### src/rtl/prbs8_sat_cnt.sv
// rtl/prbs8_sat_cnt.sv - 16-bit saturating accumulator with clear
// Ports:
//   clk, rst_n : clock, synchronous active-low reset
//   clr        : synchronous clear, wins over en
//   en         : add inc this cycle
//   inc[3:0]   : increment amount
//   cnt[15:0]  : accumulated value, sticks at 0xFFFF
module prbs8_sat_cnt (
    input  logic        clk,
    input  logic        rst_n,
    input  logic        clr,
    input  logic        en,
    input  logic [3:0]  inc,
    output logic [15:0] cnt
);

    logic [16:0] sum;

    assign sum = {1'b0, cnt} + {13'd0, inc};

    always_ff @(posedge clk) begin
        if (!rst_n) begin
            cnt <= '0;
        end else if (clr) begin
            cnt <= '0;
        end else if (en) begin
            // A carry out of bit 15 means the true sum passed 0xFFFF: clamp.
            cnt <= sum[16] ? 16'hFFFF : sum[15:0];
        end
    end

endmodule

### config.mk
export PLATFORM = sky130hd
export DESIGN_NAME = prbs8_sat_cnt
export DESIGN_NICKNAME = d
export VERILOG_FILES = /design/src/rtl/prbs8_sat_cnt.sv
export SDC_FILE = /design/constraint.sdc
export NUM_CORES = 1
export LEC_CHECK = 0
export ABC_AREA = 1
export CAP_MARGIN = 30
export CORE_MARGIN = 4
export CORE_UTILIZATION = 40
export CTS_BUF_LIST = sky130_fd_sc_hd__clkbuf_4
export DETAILED_ROUTE_END_ITERATION = 10
export GPL_TIMING_DRIVEN = 0
export PLACE_DENSITY_LB_ADDON = 0.05
export SYNTH_ARGS = -nofsm -noshare
export SYNTH_HDL_FRONTEND = slang
export SYNTH_SLANG_ARGS = --single-unit
### constraint.sdc
create_clock -name clk -period 2.5 [get_ports clk]
set_input_delay 0.5 -clock clk [delete_from_list [all_inputs] [get_ports clk]]
set_output_delay 0.5 -clock clk [all_outputs]
set_load 0.05 [all_outputs]
# Yosys cells after proc, flatten, opt, wreduce, memory -nomap -nowiden
# Index checks and enable logic that the tools add are counted.
# op_classes
reduce_logical	1
addsub	1
mux	1
bitwise_logic	1
# ops
op	count
16-bit by 4-bit adder with 17-bit output	1
16-bit 2-to-1 mux	1
2-bit OR reduction	1
1-bit NOT	1
# totals
elab_cells	5
reg_bits	16
output_inout_bits	16
inputBits	8

# Depth between registers and ports, before layout
# Gate-level depths: netlist (run 1).
# depth
ltp_word	2
depth_mapped	11
mapped_depth_nobuf	10

# Worst setup path before layout (run 1)
# Ideal clock, no wire load.
# synth_timing
path_type	flip-flop to flip-flop
startpoint	register cnt[0]
endpoint	register cnt[5]
period_less_slack_ns	2.046
n_path_buf	1
setup_ns	0.114
stages_incl_launch_ff	12
required_ns	2.386
path_slack_ns	0.454
t_arrival_ns	1.933
path_cell_list	dfxtp_1 -> ha_1 -> fa_1 -> nand3_1 -> nand3_2 -> nand2_2 -> inv_2 -> nand2_2 -> buf_6 -> nand2_2 -> o21bai_1 -> inv_1
# synth_via
elab_chain_cells	2
# synth_lines
item	line_no	rtl
start, declared	14	output logic [15:0] cnt
start signal, assigned	28	cnt <= sum[16] ? 16'hFFFF : sum[15:0];
16-bit by 4-bit adder with 17-bit output	19	assign sum = {1'b0, cnt} + {13'd0, inc};
16-bit 2-to-1 mux	28	
# Every way passes these cells.
# A chain may end at the register's enable or synchronous reset.

# Worst setup path after layout (run 1)
# layout_timing
startpoint	input inc[0]
endpoint	register cnt[5]
# layout_via
elab_chain_cells	2
# layout_lines
item	line_no	rtl
start, declared	13	input logic [3:0] inc,
16-bit by 4-bit adder with 17-bit output	19	
16-bit 2-to-1 mux	28	
# Every way passes these cells.

==> results of run 1 <==
==> per-stage QoR <==
step | setup TNS, ns | hold slack [ns] | total power (W) | worst slack, ns | util [%]
global placement | -0.158 | 0.535 | 0.000332 | -0.0634 | 53.6
detailed placement | -0.363 | 0.543 | 0.000334 | -0.0984 | 53.6
floorplan | 0 | 0.700 | 0.000309 | 0.454 | -
global route | 0 | 0.598 | 0.000491 | 0.0900 | 54.4
CTS | 0 | 0.555 | 0.000474 | 0.215 | 54.4
finish | 0 | 0.567 | 0.000466 | 0.204 | 54.4
==> area by class of cell <==
cell class / instances / area, um2
Sequential cell: 16 / 320
Buffer: 5 / 31.3
Multi-Input combinational cell: 112 / 646
Tap cell: 30 / 37.5
Timing Repair Buffer: 22 / 220
Fill cell: 276 / 1170
Inverter: 32 / 120
Clock buffer: 3 / 22.5
==> final timing paths <==
path	depth (start not counted)	end	start
worst max-delay path	12	cnt[5]	inc[0]
worst min register to register	2	cnt[2]	cnt[2]
worst min-delay path	2	cnt[2]	cnt[2]
worst max register to register	11	cnt[5]	cnt[0]
==> layer usage <==
metal | routed length (um) | part of all wire [%] | up-vias | track usage (%)
met3 | 108 | 4.1 | 2 | 4.47
li1 | - | - | 574 | -
met2 | 1210 | 46 | 19 | 26.9
met1 | 1300 | 49 | 484 | 20.5
met5 | 0 | 0 | - | 0
met4 | 16 | 0.61 | 0 | 4.02
==> logic make-up after synthesis <==
logic type               count (synthesis)  synth area share [%]
adder cells (fa/ha/maj)                  5                  6.27
multiplexers                             2                  1.79
XOR/XNOR                                 2                  1.57
flip-flops                              16                  28.7
AND/OR/NAND/NOR                         90                  41.8
buffers and inverters                   37                  13.6
AO/OA/AOI/OAI                           13                  6.38
==> cell usage after synthesis <==
| cell type | count | area, um2 |
|---|---|---|
| nand2_1 | 38 | 143 |
| inv_1 | 30 | 113 |
| dfxtp_1 | 16 | 320 |
| nor2_1 | 12 | 45.0 |
| nand3_1 | 10 | 50.1 |
| nand4_1 | 9 | 56.3 |
| nand3_2 | 8 | 80.1 |
| o21ai_0 | 7 | 35.0 |
| nand2_2 | 5 | 31.3 |
| buf_2 | 4 | 20.0 |
| ha_1 | 4 | 50.1 |
| a31oi_1 | 3 | 18.8 |
| nor3_1 | 3 | 15.0 |
| a21oi_1 | 2 | 10.0 |
| inv_2 | 2 | 7.51 |
| mux2i_1 | 2 | 20.0 |
| nor2_4 | 2 | 22.5 |
| buf_6 | 1 | 11.3 |
| fa_1 | 1 | 20.0 |
| nand3b_1 | 1 | 7.51 |
| nor2_2 | 1 | 6.26 |
| nor3_2 | 1 | 10.0 |
| o21bai_1 | 1 | 7.51 |
| xnor2_1 | 1 | 8.76 |
| xor2_1 | 1 | 8.76 |
==> worst min-delay path: cells and delay by family, from the launching register on <==
| kind | cells | cell delay, ns |
|---|---|---|
| AO/OA/AOI/OAI | 2 | 0.19 |
| flip-flops | 1 | 0.34 |
==> power groups by stage <==
stage	clock (W)	combinational (W)	sequential [W]
after detailed placement	0	0.0000668	0.000267
after CTS	0.000146	0.0000672	0.000261
after floorplan	0	0.0000315	0.000277
after global routing	0.000156	0.0000735	0.000261
final	0.000138	0.0000670	0.000261
after global placement	0	0.0000652	0.000267
==> results.rst, run 1 <==
.. list-table::
   :header-rows: 1

   * - Metric
     - Value
   * - Status
     - finished, final reports clean
   * - Syn Nets
     - between 150 and 200
   * - Period utilization
     - about nine tenths
   * - Final setup violation count
     - 0
   * - Worst Skew
     - ~0.0020 ns
   * - Synth unique cells
     - 25
   * - Post-synthesis cell area
     - around 1100 um2
   * - Count of maximum capacitance violations
     - 0
   * - CP arrival
     - ~2.5 ns
   * - Mean area per synthesized cell
     - slightly below 7 um2
   * - Effective utilization at floorplan
     - a little over two fifths
   * - Unrepaired setup endpoints after global routing
     - false
   * - First-pass iteration count of the detailed router
     - 4
   * - Seq cells post-synth
     - 16
   * - Die Height
     - 60.9 um
   * - Via/cell ratio
     - slightly below 5
   * - Required time at the worst-slack endpoint
     - 2.69 ns
   * - Post_cts resized
     - 0
   * - Placed wire-length estimate
     - between 1500 and 2000 um
   * - Fraction of power consumed by combinational cells
     - 14.4%
   * - Final Max Tran Viols
     - 0
   * - Initial antenna violation count
     - 0
   * - Vias after detailed routing
     - ~1,100
   * - Final GP Congestion
     - a little under 0.8
   * - Row count
     - 18
   * - Crit Path Max Fanout
     - 10
   * - Flip-flop count of the largest register, all copies and words added
     - 16
   * - Standard cell with the maximum stage delay on the critical path
     - fa_1
   * - Critical Setup Path Class
     - input pin to flop
   * - Starting DRT DRC Count
     - 53
   * - Largest registers ranked by flip-flop count
     - cnt x16
   * - DRC violation count after routing
     - 0
   * - Maximum vdd ir drop
     - between 0.3 and 0.4 mV
   * - Cell-internal power
     - around 0.00034 W
   * - Part of the Yosys area used for sequential elements
     - ~29%
   * - Worst-case register-to-register setup slack
     - about 0.5 ns
   * - H-tree level count
     - 1
   * - Clk pin slew, worst setup/hold paths
     - about 0.09 ns
   * - Transition time at the pin with the least slew margin
     - 0.498 ns
   * - Die area
     - between 3000 and 4000 um2
   * - Global router's overall resource usage
     - between 15 and 20%
   * - Highest attainable clock frequency
     - ~440 MHz
   * - Via count of the first global-routing pass
     - around 1,000
   * - Post-layout instance area
     - between 1000 and 1500 um2
   * - Root cell of the clock tree
     - clkbuf_4
   * - Largest net degree at the start of global routing
     - 11
   * - Type of destination of the critical path
     - flop
   * - Commonest non-fill, non-tap cell in the layout
     - nand2_1
   * - Number of antenna repair diodes
     - 0
   * - Number of warnings reported in the yosys synthesis log
     - 0
   * - Source-to-sink clock delay at the later pin of the worst-skew pair
     - roughly 0.28 ns
   * - Gate count after technology mapping
     - 165
   * - Most frequent cells in the layout
     - nand2_1 (38), inv_1 (30), clkdlybuf4s50_1 (22)
   * - Max-Slew Margin vs Limit
     - about two thirds
   * - Final Hold Fails
     - 0
   * - Share of power burned in registers
     - 56.0%
   * - Crit start category
     - input pin
   * - Avg WL per Cell
     - around 12 um
   * - Number of nets in the layout
     - 205
   * - Antenna-violating nets left
     - 0
   * - Horizontal die dimension
     - between 60 and 70 um
   * - Dpl cells
     - between 200 and 250
   * - Clock Power Share
     - ~30%
   * - WL final
     - about 2600 um
   * - Area added between synthesis and finish
     - 25.1%
   * - Hold buffers post-CTS
     - 0
   * - Fin cells
     - 220
   * - Cell with the most instances on the worst path
     - nand2_2
   * - Total cell area at the placement stage
     - 1380 um2
   * - P_sw
     - 0.000124 W
   * - Input/output buffers
     - 22
   * - Register ranked first by flip-flop count
     - cnt
   * - Maximum buffer depth of the clock tree
     - 2
   * - Pleak
     - approximately 0.7 nW
   * - Gr ovfl total
     - 0
   * - First-pass GRT wire length
     - ~4400 um
   * - Crit path time final
     - roughly 2.3 ns
   * - Crit path largest cell delay
     - between 0.4 and 0.5 ns
   * - Share of total power consumed by net switching
     - between 20% and 30%
   * - Number of buffers created by CTS
     - 3
   * - Cell-by-cell listing of the critical path
     - clkdlybuf4s50_1 -> ha_1 -> fa_1 -> nand3_1 -> nand3_2 -> nand2_2 -> inv_2 -> nand2_2 -> buf_6 -> nand2_2 -> o21bai_1 -> inv_1
   * - Count of buffer and inverter cells on the critical path
     - 4
   * - Clock tree from TritonCTS
     - yes
   * - Post-CTS Setup Inserts
     - 0
   * - Top-Level Pins
     - 24
   * - Number of sinks on the clock net
     - 16
   * - Total power divided by cell area
     - about 330 nW/um2
   * - Class of the tightest hold or removal check
     - flop to flop
   * - Proportion of layout cells with a drive suffix above 1
     - 14.2%
   * - Family of cells with the greatest summed delay on the critical path
     - buffers and inverters
   * - CORE AREA
     - ~2600 um2
Note: power is estimated with default switching activity, not from simulation.
==> run 2, diff against run 1 <==
- CORE_UTILIZATION: 40 -> 45
- SLEW_MARGIN: default -> 20
==> run 2 against run 1 <==
  * Total power grew 1.2%
  * Maximum frequency shrank 1.7%
  * Utilization up 6.5 points
  * Sequential share of layout area is essentially flat
  * Critical path depth did not move
==> results.rst, run 2 (synthesis gave the netlist of run 1 again) <==
.. list-table::
   :header-rows: 1

   * - Metric
     - Value
   * - Post-CTS Setup Inserts
     - 0 (unchanged)
   * - Highest attainable clock frequency
     - 428 MHz (was 436 MHz)
   * - Hold buffers post-CTS
     - 0 (unchanged)
   * - R2R Path Start
     - cnt[0] (unchanged)
   * - Cell count along the critical path
     - 12 (unchanged)
   * - Avg WL per Cell
     - 11.3 um (was 12.0 um)
   * - Cell with the most instances on the worst path
     - nand2_2 (unchanged)
   * - Share of total power consumed by net switching
     - 27.1% (was 26.7%)
   * - Area added between synthesis and finish
     - 25.2% (was 25.1%)
   * - H-tree level count
     - 1 (unchanged)
   * - Clock tree from TritonCTS
     - yes (unchanged)
   * - Largest registers ranked by flip-flop count
     - cnt x16 (unchanged)
   * - Final GP Congestion
     - 0.806 (was 0.769)
   * - CORE AREA
     - 2300 um2 (was 2570 um2)
   * - Number of sinks on the clock net
     - 16 (unchanged)
   * - Flip-flop count of the largest register, all copies and words added
     - 16 (unchanged)
   * - Root cell of the clock tree
     - clkbuf_4 (unchanged)
   * - WL final
     - 2470 um (was 2640 um)
   * - Crit Path Max Fanout
     - 10 (unchanged)
   * - Via count of the first global-routing pass
     - 1,054 (was 1,039)
   * - Register ranked first by flip-flop count
     - cnt (unchanged)
   * - Top-Level Pins
     - 24 (unchanged)
   * - Unrepaired setup endpoints after global routing
     - false (unchanged)
   * - Most frequent cells in the layout
     - nand2_1 (38), inv_1 (30), clkdlybuf4s50_1 (22) (unchanged)
   * - Critical Setup Path Class
     - input pin to flop (unchanged)
   * - Source of the critical timing path
     - inc[0] (unchanged)
   * - Family of cells with the greatest summed delay on the critical path
     - buffers and inverters (unchanged)
   * - Die area
     - 3340 um2 (was 3700 um2)
   * - Placed wire-length estimate
     - 1940 um (was 1970 um)
   * - Global router's overall resource usage
     - 16.5% (was 16.1%)
   * - Effective utilization at floorplan
     - 48.6% (was 43.5%)
   * - Number of nets in the layout
     - 205 (unchanged)
   * - Period utilization
     - 93.4% (was 91.8%)
   * - Type of destination of the critical path
     - flop (unchanged)
   * - Worst Skew
     - 0.00909 ns (was 0.00202 ns)
   * - Number of buffers created by CTS
     - 3 (unchanged)
   * - Proportion of layout cells with a drive suffix above 1
     - 14.1% (was 14.2%)
   * - First-pass GRT wire length
     - 4430 um (unchanged)
   * - Vias after detailed routing
     - 1,086 (was 1,079)
   * - Cell-by-cell listing of the critical path
     - clkdlybuf4s50_1 -> ha_1 -> fa_1 -> nand3_1 -> nand3_2 -> nand2_2 -> inv_2 -> nand2_2 -> buf_6 -> nand2_2 -> o21bai_1 -> inv_1 (unchanged)
   * - Max-Slew Margin vs Limit
     - 66.5% (was 66.7%)
   * - Number of antenna repair diodes
     - 0 (unchanged)
   * - Gr ovfl total
     - 0 (unchanged)
   * - Share of power burned in registers
     - 55.3% (was 56.0%)
   * - Input/output buffers
     - 22 (unchanged)
   * - P_sw
     - 0.000128 W (was 0.000124 W)
   * - Required time at the worst-slack endpoint
     - 2.69 ns (about the same)
   * - End of the worst register-to-register path
     - cnt[5] (unchanged)
   * - Crit path time final
     - 2.33 ns (was 2.30 ns)
   * - CP arrival
     - 2.53 ns (was 2.49 ns)
   * - Pleak
     - 0.700 nW (was 0.698 nW)
   * - Fin cells
     - 219 (was 220)
   * - Initial antenna violation count
     - 0 (unchanged)
   * - Largest net degree at the start of global routing
     - 11 (unchanged)
   * - Transition time at the pin with the least slew margin
     - 0.500 ns (was 0.498 ns)
   * - Final Hold Fails
     - 0 (unchanged)
   * - Clock Power Share
     - 30.6% (was 29.6%)
   * - Post_cts resized
     - 0 (unchanged)
   * - Worst hold start
     - cnt[4] (was cnt[2])
   * - DRC violation count after routing
     - 0 (unchanged)
   * - Class of the tightest hold or removal check
     - flop to flop (unchanged)
   * - Worst-case register-to-register setup slack
     - 0.46 ns (was 0.50 ns)
   * - First-pass iteration count of the detailed router
     - 4 (unchanged)
   * - Final setup violation count
     - 0 (unchanged)
   * - Maximum vdd ir drop
     - 0.227 mV (was 0.325 mV)
   * - Starting DRT DRC Count
     - 18 (was 53)
   * - Worst hold slack
     - 0.557 ns (was 0.567 ns)
   * - Count of maximum capacitance violations
     - 0 (unchanged)
   * - Via/cell ratio
     - 4.96 (was 4.90)
   * - Antenna-violating nets left
     - 0 (unchanged)
   * - Total power divided by cell area
     - 337 nW/um2 (was 333 nW/um2)
   * - Worst setup path endpoint
     - cnt[5] (unchanged)
   * - Die Height
     - 57.8 um (was 60.9 um)
   * - Horizontal die dimension
     - 57.8 um (was 60.9 um)
   * - Standard cell with the maximum stage delay on the critical path
     - fa_1 (unchanged)
   * - Path depth of the worst reg2reg path
     - 11 (unchanged)
   * - Source-to-sink clock delay at the later pin of the worst-skew pair
     - 0.30 ns (was 0.28 ns)
   * - Count of buffer and inverter cells on the critical path
     - 4 (unchanged)
   * - Crit start category
     - input pin (unchanged)
   * - Cell-internal power
     - 0.000344 W (was 0.000342 W)
   * - Status
     - finished, final reports clean (unchanged)
   * - Layout filler cell count
     - 229 (was 276)
   * - Clk pin slew, worst setup/hold paths
     - 0.10 ns (was 0.09 ns)
   * - Commonest non-fill, non-tap cell in the layout
     - nand2_1 (unchanged)
   * - Fraction of power consumed by combinational cells
     - 14.1% (was 14.4%)
   * - Maximum buffer depth of the clock tree
     - 2 (unchanged)
   * - Row count
     - 17 (was 18)
   * - Crit path largest cell delay
     - 0.42 ns (about the same)
   * - Final Max Tran Viols
     - 0 (unchanged)
   * - Dpl cells
     - 215 (was 217)
-- run 2: cell types whose count changed in the layout (fill, tap and decap cells not counted) --
cell,delta
clkinv_1,+1
-- run 2: routing by layer --
layer	up-vias	routed length [um]	GRT usage, %
met1	492	1270	21.8
met5	-	0	0
met3	2	97	4.23
met4	0	14	2.98
met2	15	1080	27.4
li1	577	-	-
-- run 2: worst register-to-register path, delay by kind of cell (launching register included) --
family          cells  cell delay [ns]
compound gates      1             0.12
fa+ha+maj           2             0.64
buf+inv             3             0.28
flops               1             0.33
simple gates        5             0.57
-- run 2: metrics by stage --
step	worst slack [ns]	setup TNS [ns]	utilization [%]	area, um2	total power (W)
floorplan	0.454	0	-	1120	0.000309
global placement	-0.0662	-0.150	59.7	1370	0.000332
detailed placement	-0.138	-0.700	59.7	1370	0.000334
CTS	0.170	0	60.9	1400	0.000478
global route	0.0765	0	60.9	1400	0.000490
finish	0.165	0	60.9	1400	0.000471
-- run 2: layout make-up --
cell class / count / area, um2 / share of cell area (%)
Buffer: 5 / 31.3 / 2.24
Clock buffer: 3 / 22.5 / 1.61
Clock inverter: 1 / 3.75 / 0.268
Inverter: 32 / 120 / 8.59
Multi-Input combinational cell: 112 / 646 / 46.2
Sequential cell: 16 / 320 / 22.9
Tap cell: 28 / 35.0 / 2.50
Timing Repair Buffer: 22 / 220 / 15.7
-- run 2: worst min path at each step --
stage,slack [ns],depth (start not counted),to
6_report,0.56,1,cnt[4]
4_1_cts,0.56,1,cnt[4]
2_1_floorplan,0.70,3,cnt[2]
5_1_grt,0.58,2,cnt[3]
3_3_place_gp,0.53,1,cnt[4]
3_5_place_dp,0.54,1,cnt[4]
-- run 2: power by group through the flow --
stage | logic [W] | registers (W) | clock network, W
after floorplan | 0.0000315 | 0.000277 | 0
after global placement | 0.0000649 | 0.000267 | 0
after detailed placement | 0.0000668 | 0.000267 | 0
after CTS | 0.0000673 | 0.000261 | 0.000150
after global routing | 0.0000725 | 0.000262 | 0.000156
final | 0.0000666 | 0.000261 | 0.000144
